**src/rtl/dmem_arb_pkg.sv**
```systemverilog
// Shared types and constants for the data-memory arbiter: FSM states,
// last-grant encoding and the full-word byte-enable pattern.
package dmem_arb_pkg;

    typedef enum logic [1:0] {
        IDLE    = 2'd0,
        CPU_RD  = 2'd1,
        CPU_RMW = 2'd2,
        DEV_RD  = 2'd3
    } arb_state_t;

    typedef enum logic {
        GNT_CPU = 1'b0,
        GNT_DEV = 1'b1
    } gnt_t;

    localparam logic [3:0] BYTEEN_FULL = 4'b1111;

endpackage

```
**src/rtl/dmem_arbiter_byte_merge.sv**
```systemverilog
// Byte-lane merge for CPU sub-word stores: enabled lanes come from the new
// word, the rest keep the old word read back from memory.
module byte_merge (
    input  logic [31:0] old_word,
    input  logic [31:0] new_word,
    input  logic [3:0]  byteen,
    output logic [31:0] merged
);

    always_comb begin
        merged = old_word;
        for (int i = 0; i < 4; i++) begin
            if (byteen[i]) begin
                merged[8*i +: 8] = new_word[8*i +: 8];
            end
        end
    end

endmodule

```
**src/rtl/dmem_arbiter.sv**
```systemverilog
// Round-robin arbiter sharing one word-write-only data RAM between the CPU
// M-stage port and a full-word device port, with read-modify-write for CPU sub-word stores.
module dmem_arbiter
    import dmem_arb_pkg::*;
#(
    parameter int MEM_AW = 12
) (
    input  logic              clk,
    input  logic              reset,

    input  logic              cpu_req,
    input  logic [31:0]       cpu_addr,
    input  logic [3:0]        cpu_byteen,
    input  logic [31:0]       cpu_wdata,
    output logic [31:0]       cpu_rdata,
    output logic              cpu_stall,

    input  logic              dev_req,
    input  logic              dev_we,
    input  logic [MEM_AW-1:0] dev_addr,
    input  logic [31:0]       dev_wdata,
    output logic              dev_gnt,
    output logic              dev_rvalid,
    output logic [31:0]       dev_rdata,

    output logic [MEM_AW-1:0] mem_addr,
    output logic              mem_re,
    output logic              mem_we,
    output logic [31:0]       mem_wdata,
    input  logic [31:0]       mem_rdata
);

    arb_state_t        state, state_next;
    gnt_t              last_gnt, last_gnt_next;
    logic [31:0]       dev_rdata_q;
    logic [31:0]       merged_word;
    logic [MEM_AW-1:0] cpu_word;
    logic              cpu_full, cpu_read;
    logic              pick_cpu, pick_dev;
    logic              unused_addr_bits;

    assign cpu_word         = cpu_addr[MEM_AW+1:2];
    assign unused_addr_bits = ^{cpu_addr[31:MEM_AW+2], cpu_addr[1:0]};
    assign cpu_full         = (cpu_byteen == BYTEEN_FULL);
    assign cpu_read         = (cpu_byteen == 4'b0000);

    // On a tie the requester that was not served last wins; reset low blocks all grants
    assign pick_cpu = reset && cpu_req && (!dev_req || (last_gnt == GNT_DEV));
    assign pick_dev = reset && dev_req && !pick_cpu;

    byte_merge u_byte_merge (
        .old_word (mem_rdata),
        .new_word (cpu_wdata),
        .byteen   (cpu_byteen),
        .merged   (merged_word)
    );

    always_comb begin
        state_next    = state;
        last_gnt_next = last_gnt;
        mem_addr      = '0;
        mem_re        = 1'b0;
        mem_we        = 1'b0;
        mem_wdata     = 32'h0;
        cpu_rdata     = 32'h0;
        cpu_stall     = cpu_req;
        dev_gnt       = 1'b0;
        dev_rvalid    = 1'b0;

        case (state)
            IDLE: begin
                if (pick_cpu) begin
                    last_gnt_next = GNT_CPU;
                    mem_addr      = cpu_word;
                    if (cpu_full) begin
                        mem_we    = 1'b1;
                        mem_wdata = cpu_wdata;
                        cpu_stall = 1'b0;
                    end else begin
                        mem_re     = 1'b1;
                        state_next = cpu_read ? CPU_RD : CPU_RMW;
                    end
                end else if (pick_dev) begin
                    last_gnt_next = GNT_DEV;
                    dev_gnt       = 1'b1;
                    mem_addr      = dev_addr;
                    if (dev_we) begin
                        mem_we    = 1'b1;
                        mem_wdata = dev_wdata;
                    end else begin
                        mem_re     = 1'b1;
                        state_next = DEV_RD;
                    end
                end
            end
            CPU_RD: begin
                cpu_rdata  = mem_rdata;
                cpu_stall  = 1'b0;
                state_next = IDLE;
            end
            CPU_RMW: begin
                mem_addr   = cpu_word;
                mem_we     = 1'b1;
                mem_wdata  = merged_word;
                cpu_stall  = 1'b0;
                state_next = IDLE;
            end
            DEV_RD: begin
                dev_rvalid = 1'b1;
                state_next = IDLE;
            end
            default: begin
                state_next = IDLE;
            end
        endcase
    end

    // Device read data is visible in the rvalid cycle and held in a register afterwards
    assign dev_rdata = (state == DEV_RD) ? mem_rdata : dev_rdata_q;

    always_ff @(posedge clk or negedge reset) begin
        if (!reset) begin
            state       <= IDLE;
            last_gnt    <= GNT_DEV;
            dev_rdata_q <= 32'h0;
        end else begin
            state    <= state_next;
            last_gnt <= last_gnt_next;
            if (state == DEV_RD) begin
                dev_rdata_q <= mem_rdata;
            end
        end
    end

endmodule

```
**config.mk**
```make
export PLATFORM = sky130hd
export DESIGN_NAME = dmem_arbiter
export DESIGN_NICKNAME = d
export VERILOG_FILES = /design/src/rtl/dmem_arb_pkg.sv /design/src/rtl/dmem_arbiter_byte_merge.sv /design/src/rtl/dmem_arbiter.sv
export SDC_FILE = /design/constraint.sdc
export NUM_CORES = 1
export LEC_CHECK = 0
export CAP_MARGIN = 15
export CORE_MARGIN = 3
export CORE_UTILIZATION = 25
export CTS_BUF_LIST = sky130_fd_sc_hd__clkbuf_16
export CTS_CLUSTER_DIAMETER = 40
export DETAILED_ROUTE_END_ITERATION = 10
export PLACE_DENSITY_LB_ADDON = 0.08
export SLEW_MARGIN = 10
export SYNTH_ARGS = -nofsm -noshare
export SYNTH_HDL_FRONTEND = slang
export SYNTH_HIERARCHICAL = 1
export SYNTH_SLANG_ARGS = --single-unit
```
**constraint.sdc**
```tcl
create_clock -name clk -period 4.35 [get_ports clk]
set_clock_uncertainty 0.15 [all_clocks]
set_input_delay 0.87 -clock clk [delete_from_list [all_inputs] [get_ports clk]]
set_output_delay 0.87 -clock clk [all_outputs]
set_load 0.02 [all_outputs]
```
==> impl_metrics.env <==
export IMPL_gr_total_overflow=0
export IMPL_yosysWarnings=6
export IMPL_post_route_period_util_pct=94.59
export IMPL_slew_violations=0
export IMPL_yosysUniqueCellTypes=37
export IMPL_die_area_sq_um=13890
export IMPL_worstMarginPinSlew_ns=0.7455
export IMPL_hold_viol_final=0
export IMPL_tns_ns=0
export IMPL_cts_hold_buf=0
export IMPL_synth_avg_cell_area_sq_um=9.533
export IMPL_switching_power_uw=676.1
export IMPL_grt_pass1_vias=3603
export IMPL_initial_core_util_pct=25.82
export IMPL_die_y_um=117.8
export IMPL_track_usage_pct=18.19
export IMPL_ys_seq_area_share_pct=28.05
export IMPL_layout_min_cycle_time_ns=4.115
export IMPL_path_max_fanout=29
export IMPL_max_cap_viol_count=0
export IMPL_grt_start_max_net_pins=30
export IMPL_cp_start_kind="input port"
export IMPL_worstPathRequired_ns=3.33
export IMPL_status="finished clean"
export IMPL_die_x_um=117.8
export IMPL_final_area_sq_um=5831
export IMPL_pwr_share_clk_pct=18.3
export IMPL_synth_async_sr_flop_share_pct=100.0
export IMPL_cts_tree="yes"
export IMPL_grt_pass1_wl_um=20200
export IMPL_clock_sinks=35
export IMPL_io_pins=262
export IMPL_syn_nets=477
export IMPL_syn2layout_area_growth_pct=86.47
export IMPL_ctsResizeCount=0
export IMPL_finish_net_count=710
export IMPL_powerDensity_nw_per_um2=322.4
export IMPL_rrSetupSlack_ns=2.29
export IMPL_vias_per_cell=4.648
export IMPL_rows=40
export IMPL_clockRootBuffer="clkbuf_16"
export IMPL_synth_common_cells="inv_1, dfrtp_1, and2_1, a32oi_1, mux2_4"
export IMPL_critPathCaptureType="output pin"
export IMPL_rsz0062_at_grt="no"
export IMPL_yosysTopAreaCellShare_pct=27.21
export IMPL_synth_area_leaders="dfrtp_1, mux2_4, mux2_2, a32oi_1, and2_1"
export IMPL_ir_drop_v=0.0001680
export IMPL_clock_path_buffers=2
export IMPL_core_area_sq_um=12110
export IMPL_synth_edf_count=0
export IMPL_clkTransAtPathRegs_ns=0.05
export IMPL_synth_seq_cells=35
export IMPL_io_buffers=241
export IMPL_routed_via_count=3398
export IMPL_insertion_delay_ns=0.27
export IMPL_cts_htree_levels=2
export IMPL_gp_congestion=0.7553
export IMPL_arrival_ns=3.09
export IMPL_place_area_sq_um=5690
export IMPL_yosysTopAreaCell="dfrtp_1"
export IMPL_syn_area_sq_um=3127
export IMPL_switching_share_pct=35.97
export IMPL_detail_route_antenna_nets=0
export IMPL_worst_hold_path_type="input port to async pin"
export IMPL_synth_ff_type="dfrtp_1"
export IMPL_ff2ff_path_depth=3
export IMPL_syn_instance_count=328
export IMPL_numCtsBuffers=5
export IMPL_intPower_mw=1.204
export IMPL_p_leak_nw=2.436
export IMPL_postCtsSetupBuffers=0
export IMPL_antenna_found_initial=1
export IMPL_critPathKind="input port to output pin"
export IMPL_yosysMostFrequentCell="inv_1"
export IMPL_place_hpwl_um=10280
export IMPL_drtIter0Drc=129
export IMPL_p_seq_share_pct=25.4
export IMPL_avgRoutedWirePerCell_um=17.96
export IMPL_clock_fmax_mhz=243.0
export IMPL_combPwrFrac_pct=56.3
export IMPL_drt_pass1_iterations=4
export IMPL_finalSetupViolations=0
export IMPL_max_slew_margin_pct=50.30
export IMPL_drt_wl_total_um=13130
export IMPL_post_route_drc_count=0
export IMPL_drive_gt1_share_pct=16.19
sequential cells by signal, indices dropped and copies added, names as in the netlist:
name and count:
dev_rdata_q 32, last_gnt 1, state 2
placed cells by master, fill, tap and decap left out, types with 2 or more instances in the layout:
cell type	n
mux2_4	32
nor4_1	2
mux2_2	28
nor2b_1	4
clkdlybuf4s50_1	240
o32ai_1	12
nor2b_2	2
nor3_1	3
nand4_1	4
buf_12	2
a32oi_1	32
inv_1	57
mux2_1	4
and2_1	33
o21ai_1	10
nand2_1	2
nand3_1	2
nor2_1	2
dfrtp_1	34
clkbuf_16	5
o21ai_0	18
buf_4	12
a21boi_0	2
a21oi_1	5
worst paths after layout:
| kind | startpoint | endpoint |
|---|---|---|
| setup / recovery | cpu_req | mem_wdata[14] |
| hold / removal | reset | state[1]$_DFFE_PN0P_ |
| setup reg to reg | state[0]$_DFFE_PN0P_ | dev_rdata_q[2]$_DFF_PN0_ |
| hold reg to reg | dev_rdata_q[27]$_DFF_PN0_ | dev_rdata_q[27]$_DFF_PN0_ |
| max in group asynchronous | reset | dev_rdata_q[16]$_DFF_PN0_ |
| min in group clk | dev_rdata_q[27]$_DFF_PN0_ | dev_rdata_q[27]$_DFF_PN0_ |
power groups by stage:
stage / logic (mW) / registers [mW] / clock network (mW)
after global routing: 1.12 / 0.491 / 0.370
after floorplan: 0.527 / 0.469 / 0
after global placement: 1.06 / 0.481 / 0
after CTS: 1.07 / 0.480 / 0.356
after detailed placement: 1.06 / 0.485 / 0
final: 1.06 / 0.478 / 0.344
area by class of cell:
type,instances,area (sq um)
clock inverters,3,12.51
well taps,168,210.2
multi-input cells,209,1859
inverters,55,206.4
diodes,1,2.502
repair buffers,255,2537
fillers,1195,6281
clock buffers,5,125.1
flip-flops and latches,35,877.1
worst max-delay path, cell delays in order:
cell and delay, ns:
clkdlybuf4s50_1 0.63, and2_1 0.35, nand4_4 0.12, buf_4 0.26, o21ai_0 0.21, clkdlybuf4s50_1 0.64
logic make-up after synthesis:
family          count (synthesis)  synth area share [%]
mux                            64                 26.89
simple gates                   59                 12.01
buf+inv                        84                 12.57
flops                          35                 28.05
compound gates                 86                 20.49
routing by layer:
metal | wire (um) | vias to the layer above | GRT usage (%)
li1 | - | 1644 | -
met1 | 5265 | 1606 | 20.55
met2 | 6689 | 134 | 33.35
met3 | 958 | 14 | 5.670
met4 | 215 | 0 | 4.176
met5 | 0 | - | 0
through the flow:
stage          power, mW  std cells  setup slack (ns)  hold slack (ns)  utilization, %
6_report           1.880        731            0.2354           0.3127           48.14
4_1_cts            1.906        730            0.1955           0.3169           48.12
3_3_place_gp       1.543        722            0.2131           0.3228           46.98
2_1_floorplan     0.9965        328             1.368           0.3804               -
3_5_place_dp       1.550        722            0.1914           0.3271           46.98
5_1_grt            1.984        731           0.05933           0.3248           48.14
Power figures use the tool's default switching activity.
